==> src/rtl/serial_add_ctrl.sv <==
// Bit-serial add/subtract controller: time-shares one external 1-bit full adder
// across a WIDTH-bit operation, LSB first, and reports sum/cout/overflow with a done pulse.
module serial_add_ctrl #(
  parameter int WIDTH = 8
) (
  input  logic             clk,
  input  logic             rst_n,
  input  logic             start,
  input  logic             sub,
  input  logic [WIDTH-1:0] a,
  input  logic [WIDTH-1:0] b,
  input  logic             cin,
  output logic             fa_a,
  output logic             fa_b,
  output logic             fa_cin,
  input  logic             fa_s,
  input  logic             fa_cout,
  output logic             busy,
  output logic             done,
  output logic [WIDTH-1:0] sum,
  output logic             cout,
  output logic             overflow
);

  localparam int CW = (WIDTH > 1) ? $clog2(WIDTH) : 1;

  typedef enum logic [1:0] {
    IDLE = 2'd0,
    RUN  = 2'd1,
    DONE = 2'd2
  } state_t;

  state_t         state, state_nx;
  logic [CW-1:0]  count;
  logic [WIDTH-1:0] a_sr, b_sr;
  logic           carry;
  logic           accept;
  logic           last_bit;

  assign accept   = (state == IDLE) && start;
  assign last_bit = (count == CW'(WIDTH - 1));

  // NOTE: sequential state uses non-blocking assignments so every flop samples
  // the pre-edge values, independent of statement order.
  always_ff @(posedge clk or negedge rst_n) begin
    if (!rst_n) state <= IDLE;
    else        state <= state_nx;
  end

  // NOTE: every output of this block gets a default first, so no path can
  // leave a signal unassigned and infer a latch.
  always_comb begin
    state_nx = state;
    busy     = 1'b0;
    done     = 1'b0;
    fa_a     = 1'b0;
    fa_b     = 1'b0;
    fa_cin   = 1'b0;
    unique case (state)
      IDLE: if (start) state_nx = RUN;
      RUN: begin
        busy   = 1'b1;
        fa_a   = a_sr[0];
        fa_b   = b_sr[0];
        fa_cin = carry;
        if (last_bit) state_nx = DONE;
      end
      DONE: begin
        done     = 1'b1;
        state_nx = IDLE;
      end
      default: state_nx = IDLE;
    endcase
  end

  // Operand shifters, carry flop and result register. Subtraction is a + ~b + 1.
  always_ff @(posedge clk or negedge rst_n) begin
    if (!rst_n) begin
      count    <= '0;
      a_sr     <= '0;
      b_sr     <= '0;
      carry    <= 1'b0;
      sum      <= '0;
      cout     <= 1'b0;
      overflow <= 1'b0;
    end else if (accept) begin
      a_sr     <= a;
      b_sr     <= sub ? ~b : b;
      carry    <= sub ? 1'b1 : cin;
      count    <= '0;
      cout     <= 1'b0;
      overflow <= 1'b0;
    end else if (state == RUN) begin
      sum   <= {fa_s, sum[WIDTH-1:1]};
      a_sr  <= a_sr >> 1;
      b_sr  <= b_sr >> 1;
      carry <= fa_cout;
      if (last_bit) begin
        // carry still holds the carry into the MSB at this edge
        cout     <= fa_cout;
        overflow <= carry ^ fa_cout;
      end else begin
        count <= count + CW'(1);
      end
    end
  end

endmodule

==> config.mk <==
export PLATFORM = sky130hd
export DESIGN_NAME = serial_add_ctrl
export DESIGN_NICKNAME = d
export VERILOG_FILES = /design/src/rtl/serial_add_ctrl.sv
export SDC_FILE = /design/constraint.sdc
export NUM_CORES = 1
export LEC_CHECK = 0
export CAP_MARGIN = 5
export CORE_MARGIN = 2
export CORE_UTILIZATION = 35
export DETAILED_ROUTE_END_ITERATION = 6
export PLACE_DENSITY = 0.58
export SYNTH_ARGS = -nofsm -noshare
export SYNTH_HDL_FRONTEND = slang
export SYNTH_SLANG_ARGS = --single-unit
==> constraint.sdc <==
create_clock -name clk -period 2.17 [get_ports clk]
set_clock_uncertainty 0.15 [all_clocks]
set_input_delay 0.217 -clock clk [delete_from_list [all_inputs] [get_ports clk]]
set_output_delay 0.217 -clock clk [all_outputs]
set_load 0.1 [all_outputs]
After elaboration in Yosys (flattened, before gate mapping)
Cells that the tools add are included.

storage, ports and cells
  bits in registers = 32
  bits of input ports = 23
  output and inout bits = 15
  word-level logic and storage cells = 51

cells by class
  add/sub/neg operators = 1
  equal/unequal tests = 6
  muxes and demuxes = 25
  bitwise gates (word level) = 3
  reduce and logical (&&, ||, !) cells = 8

operators with widths
  kind                                                 number
  2-to-1 mux 8 bit                                     5
  2-to-1 mux 1 bit                                     14
  2-to-1 mux 3 bit                                     3
  NOT 8 bit                                            1
  AND reduction 2 bit                                  4
  != test 2 bit, second input constant                 3
  2-to-1 mux 2 bit                                     2
  case mux 2 bit (2 select lines)                      1
  nonzero test 2 bit                                   2
  adder 3 x 1 -> 3 bit, second input constant          1
  equality test 3 bit, second input constant           1
  equality test 2 x 1 -> 1 bit, second input constant  1
  equality test 2 bit, second input constant           1
  zero test 2 bit                                      1
  logical AND 1 bit                                    1
  NOT 1 bit                                            1
  bitwise XOR 1 bit                                    1

Logic depth before layout (Yosys ltp)
Gate-level depths: netlist (run 1).

  depth in word-level cells = 4
  depth in mapped cells = 6
  gate-level depth less buffers = 5

Worst setup path after synthesis (run 1)
Ideal clock, no wire load.

  path type = register -> output
  from = register state[0]
  to = output done
  arrival time = 2.023 ns
  required time = 1.803 ns
  path slack = -0.220 ns
  cell stages (with the launch flop) = 4
  buffers on the path = 2
  path through = dfrtp_1 -> buf_2 -> buf_4 -> nor2_1

on the way
  longest elaborated chain between the ends = 2

ends and longest elaborated chain
  item                      RTL line  text
  start: declaration        33        state_t state, state_nx;
  start signal: assignment  47        else state <= state_nx;
  equality test 2 bit       59        unique case (state)
  2-to-1 mux 1 bit          59
  end: declaration          19        output logic done,

No other way between the ends.

Worst setup path after layout (run 1)
  from = register state[1]
  to = output busy

on the way
  longest elaborated chain between the ends = 2

ends and longest elaborated chain
  item                          RTL line  text
  equality test 2 x 1 -> 1 bit  59
  2-to-1 mux 1 bit              59
  end: declaration              18        output logic busy,

No other way between the ends.

==> results of run 1 <==
==> per-stage QoR <==
stage                     area, um2  instances  hold WS [ns]
after floorplan                1528        134       -0.2286
after global placement         1976        221        0.3179
after detailed placement       1976        221        0.3227
after CTS                      2053        228        0.1923
after global routing           2053        228        0.2347
final                          2053        228        0.1829
==> critical path: cells and delay by family, from the launching register on <==
family	cells	cell delay [ns]
flip-flops	1	0.53
buffers and inverters	2	0.44
AND/OR/NAND/NOR	1	0.24
==> synthesized netlist by cell type, drive strengths merged <==
library cell | number | area [um2]
nor2b | 4 | 32.53
o221ai | 6 | 52.55
clkbuf | 1 | 3.750
inv | 2 | 7.510
a31o | 1 | 8.760
o211ai | 1 | 7.510
a22oi | 9 | 67.56
o21bai | 1 | 18.77
ha | 2 | 25.02
buf | 8 | 61.31
a31oi | 2 | 12.51
or2 | 1 | 6.260
a221o | 1 | 10.01
o21ai | 9 | 45.04
xor2 | 1 | 8.760
a22o | 3 | 26.28
and2b | 2 | 15.01
and3b | 1 | 8.760
a32o | 1 | 10.01
dfrtp | 32 | 800.8
nor2 | 3 | 11.26
mux2 | 9 | 101.4
and2 | 4 | 27.53
a21o | 1 | 7.510
nand2 | 21 | 78.83
xnor2 | 8 | 70.07
==> routing by layer <==
metal  vias to the layer above  wire, um  global-route usage
li1                        558         -                   -
met1                       558      1403              0.2015
met2                        25      1651              0.2413
met3                         9       107             0.03463
met4                         0        93             0.08761
met5                         -         0                   0
==> state kept, by name (all words and copies together) (netlist names) <==
register  count
cout          1
count         3
state         2
sum           8
overflow      1
carry         1
b_sr          8
a_sr          8
==> worst paths after layout <==
| check | depth (start not counted) | startpoint | to | slack (ns) |
|---|---|---|---|---|
| max | 3 | state[1] | busy | 0.30 |
| min | 2 | rst_n | sum[4] | 0.18 |
| max reg2reg | 4 | state[1] | overflow | 0.51 |
| min reg2reg | 2 | b_sr[2] | b_sr[2] | 0.33 |
| max in group asynchronous | 2 | rst_n | b_sr[1] | 1.39 |
| min in group clk | 2 | b_sr[2] | b_sr[2] | 0.33 |
==> cell families after synthesis <==
logic type,Yosys count,share of synthesized area
fa+ha+maj,2,0.01640
mux,9,0.06645
simple gates,36,0.1181
compound gates,35,0.1747
xor+xnor,9,0.05168
buf+inv,11,0.04758
flops,32,0.5250
==> cell type report <==
type | instances | area (um2)
Clock buffer | 6 | 72.57
Clock inverter | 1 | 5.005
Fill cell | 397 | 2211
Inverter | 2 | 7.507
Multi-Input combinational cell | 91 | 654.4
Sequential cell | 32 | 800.8
Tap cell | 52 | 65.06
Timing Repair Buffer | 44 | 447.9
==> results by stage, run 1 <==
Placed design:
- Prior to clock tree synthesis, the placed netlist has a worst setup slack of 0.4408 ns.
- Port buffering added 37 buffers.
- The estimated wirelength of the detail-placed design is 2.338 mm.
- The final weighted congestion of routability-driven global placement is 0.7518.

Synthesis:
- For this run, the number of Yosys warnings is 0.
- The average instance area after synthesis is 11.38 um2.
- The flop and latch count out of synthesis is 32.
- For this run, the register share of the synthesized area comes to 0.5250.
- The mapped cell area is 1525 um2.
- The count of cell types in the netlist is 32.
- Synthesis produced 134 cells.
- The synthesized netlist net count is 159.

Critical path:
- The maximum fanout along the worst path is 12.
- On the critical path, the stage with the largest delay is an instance of dfrtp_1.
- STA classifies the critical path endpoint as a primary output.
- The worst endpoint required time is 1.80 ns.
- Traced cell by cell, the critical path runs through nor2b_4 -> buf_4 -> buf_12.
- On the worst path, the slowest cell contributes a delay of 0.53 ns.
- The worst setup path is launched from a register.
- The critical path in this run is classified as reg -> out.
- STA puts the critical path data arrival time at 1.50 ns.

Timing:
- Setup repair after global routing left no endpoint under its margin.
- Setup violations remaining at the end of the flow were counted as 0.
- Static timing analysis puts the maximum clock frequency at 0.5354 GHz.
- After layout, the worst setup slack is around 0.30 ns.
- The clock period could shrink to 1.868 ns.
- The setup TNS is 0 ns.
- The worst-case headroom to the max-slew limit is 0.7073.
- The transition time of the tightest slew-check pin is 0.4379 ns.
- In the finished design, the share of the clock period the worst path needs comes to 0.8608.
- The hold violation count in the final report is 0.
- The final number of max-transition violations is 0.

Route:
- The first detailed-routing pass took 4 iterations.
- For this run, design rule violations remaining after detail routing come to 0.
- The post-detailed-routing wire length is 3.257 mm.
- After detailed routing, the number of vias per cell comes to 5.044.
- Summing over every cut layer, the via total after detailed routing is roughly 1,200.
- For this block, the initial DRC count from the detailed router was 113.
- The average wire per cell in the routed design is 14.29 um.
- The count of nets left with antenna violations once routing finished came out at 0.

CTS:
- Clock-pin slew was measured on the worst setup and hold paths at around 0.060 ns.
- The H-tree was split into 2 levels.
- The number of clock buffers added by TritonCTS is 5.
- The tree is rooted in a clkbuf_8.
- After clock tree synthesis, the flow added hold-fix buffers numbering 0.
- At the later pin of the worst-skew pair, clock insertion delay measures 0.28 ns.
- The clock passes through at most 2 buffers.
- The total clock sinks is 32.
- The number of setup buffers added after CTS is 0.
- The post-cts sizing count is 0.
- The clock tree from TritonCTS is yes.

GRT:
- The combined global-route utilization of all metal layers is 0.1558.
- The overall overflow remaining after global route is 0.
- The initial antenna violation count is 0.
- The pin count of the biggest net entering global routing is 33.
- The first global-routing pass estimated 6.009 mm of wire.
- The via count of the first global-routing pass was 1,240.

Finish:
- The antenna diode count is 0.
- For this run, the share of the core covered by cells in the final layout is 0.4815.
- The final layout net count is 201.
- The library cell used most frequently in the layout, excluding fill and tap cells, is dfrtp_1.
- Of the cells placed in the final design, the portion with a size suffix greater than 1 is 0.1989.
- The top cell types in the final layout, fill and taps aside, are dfrtp_1 (32), clkdlybuf4s50_1 (22), nand2_1 (21).
- From synthesis to final layout, the design area changed by 34.62%.

Job:
- The max capacitance violation total is 0.

Min path:
- The worst hold path belongs to the class in -> async.

Floorplanning:
- The floorplan step defined a die boundary enclosing 4902 um2.
- In this run the horizontal extent of the chip is 70.02 um.
- The I/O pin total is 38.
- Measured along the y axis, the die boundary spans 70.02 um.
- In this run the core area contains 24 standard-cell rows.
- The floorplan step defined a core boundary enclosing 4264 um2.
- The initial utilization of the core area, before any placement, comes to 0.3577.

Run status:
- The flow ran to the end, and the final reports show no timing, DRC or antenna violations.
Power of run 1 is left out: the tool's default activity adds up to more than one toggle a clock period on the data nets, which glitch-free logic cannot reach.
==> run 2, diff against run 1 <==
CORE_ASPECT_RATIO = 1.4   (was default)
==> run 2 against run 1 <==
Against the previous run: clock-buffer cell count increased by 2; utilization increased by 0.78 points; first-iteration DRC count decreased by 73%; die area increased by 0.14%; critical path depth unchanged; global-route usage decreased by 0.88 points; sequential share of layout area decreased by 0.071 points.
==> results by stage, run 2 (synthesis gave the netlist of run 1 again) <==
Timing:
- Setup repair after global routing left no endpoint under its margin.
- The transition time of the tightest slew-check pin is 0.4301 ns.
- The hold violation count in the final report was 0.
- The setup TNS is 0 ns.
- Measured against its own limit, the worst slew margin works out to 0.7125.
- The final number of max-transition violations is 0.
- Of the available clock period, the critical path in the final layout requires 0.8563.
- Setup violations remaining at the end of the flow were counted as 0.
- Static timing analysis puts the maximum clock frequency at 0.5382 GHz.
- Subtracting the final worst setup slack from the clock period gives between 1.5 and 2 ns.

Route:
- After detailed routing, the number of vias per cell comes to 5.306.
- After detailed routing, the average wire length per cell comes to 14.38 um.
- The first-pass iteration count of the detailed router is 4.
- The first routing iteration left 30 violations.
- The remaining antenna violation count after routing is 0.
- The routed via count is 1,178.
- After detailed routing, the number of remaining DRC violations is 0.
- The final layout contains routed wiring with a total length of 3.192 mm.

Floorplanning:
- The initial utilization of the core area, before any placement, comes to 0.3628.
- The die footprint is 4909 um2.
- In this run the standard cell core region covers 4204 um2.
- The count of standard-cell rows is 28.
- The vertical die dimension is around 80 um.
- The horizontal die dimension is 59.79 um.
- The I/O pin total is 38.

Min path:
- The worst min-delay path class is in -> async.

GRT:
- The initial antenna violation count is 0.
- The via count of the first global-routing pass came to 1,190.
- For this run the aggregate overflow at the end of global routing stands at 0.
- The pin count of the biggest net entering global routing is 33.
- The first-pass GRT wire length is around 5.4 mm.
- The combined global-route utilization of all metal layers is 0.1470.

Critical path:
- For flop-to-flop paths, the worst setup slack is 0.53 ns.
- The setup path with the least slack is of type reg -> out.
- The arrival time at the worst endpoint is 1.49 ns.
- The startpoint kind of the worst setup timing path is a register.
- The worst setup path is captured at a primary output.
- The worst endpoint required time is 1.80 ns.
- Of all nets on the critical path, the largest fanout is 11.

Run status:
- The run finished with clean final reports.

CTS:
- In this run, CTS created clock tree buffers numbering 5.
- Hold repair after CTS inserted 0 buffers.
- TritonCTS built the clock tree.
- For the worst-skew pair, the clock arrives at the later sink with an insertion delay of 0.27 ns.
- Clock-pin slew was measured on the worst setup and hold paths at 0.06 ns.
- The root buffer cell chosen for the clock tree is clkbuf_8.
- The longest clock path from root to sink contains 2 buffers.
- The post-cts sizing count is 0.
- The H-tree level count is 2.
- Clock tree synthesis found a total of 32 sinks.
- The number of setup buffers added after CTS is 0.

Placed design:
- The estimated wirelength of the detail-placed design is 2.344 mm.
- The number of placed instances, taps included, is 214.
- The congestion estimate from routability-driven global placement came to roughly 0.83.
- The count of buffers from port buffering is 37.

Finish:
- The largest registers in the layout are a_sr (8), b_sr (8), sum (8).
- The layout overhead on the synthesized area is 34.86%.
- The final layout net count is 201.
- The top cell types in the final layout, fill and taps aside, are dfrtp_1 (32), clkdlybuf4s50_1 (22), nand2_1 (21).
- Leaving out fill and tap cells, the most frequent cell in the layout is dfrtp_1.
- The antenna diode count is 0.
- The ratio of cells with drive above 1 in the final layout is 0.1977.
- The post-layout instance count excluding filler cells is 222.

Job:
- The tool flagged a number of max-cap violations equal to 0.
## run 2: cell types whose count changed in the layout (fill, tap and decap cells not counted)
cell,previous run,this run
clkbuf_1,1,2
clkbuf_8,5,6
clkinv_2,1,0
## run 2: worst paths after layout
check	startpoint	to	cells past startpoint
worst min-delay path	rst_n	sum[0]	2
max in group asynchronous	rst_n	sum[6]	2
worst max register to register	state[1]	sum[2]	3
min in group clk	a_sr[3]	a_sr[3]	2
worst max-delay path	state[1]	fa_b	3
worst min register to register	a_sr[3]	a_sr[3]	2
## run 2: routing by layer
layer	vias to the layer above	wire length [um]	track usage
li1	557	-	-
met1	573	1340	0.1811
met2	44	1639	0.2457
met3	4	179	0.03738
met4	0	33	0.05333
met5	-	0	0
## run 2: worst max-delay path: stages (launching register included)
cell and delay [ns]:
dfrtp_1 0.52, nor2b_4 0.27, and2_1 0.23, buf_12 0.19
## run 2: final cells by class
type	count	area [um2]
Tap cell	45	56.30
Multi-Input combinational cell	91	654.4
Timing Repair Buffer	44	447.9
Clock buffer	8	90.09
Sequential cell	32	800.8
Inverter	2	7.507
Fill cell	398	2147
## run 2: metrics by stage
stage	hold WS, ns	setup slack [ns]	instance area [um2]	utilization
final	0.1877	0.3119	2057	0.4893
after global placement	0.3160	0.5093	1967	0.4679
after global routing	0.2258	0.2241	2057	0.4893
after floorplan	-0.2286	0.04832	1528	-
after CTS	0.1949	0.3153	2057	0.4893
after detailed placement	0.3204	0.4822	1967	0.4679
Power of run 2 is left out for the same reason.
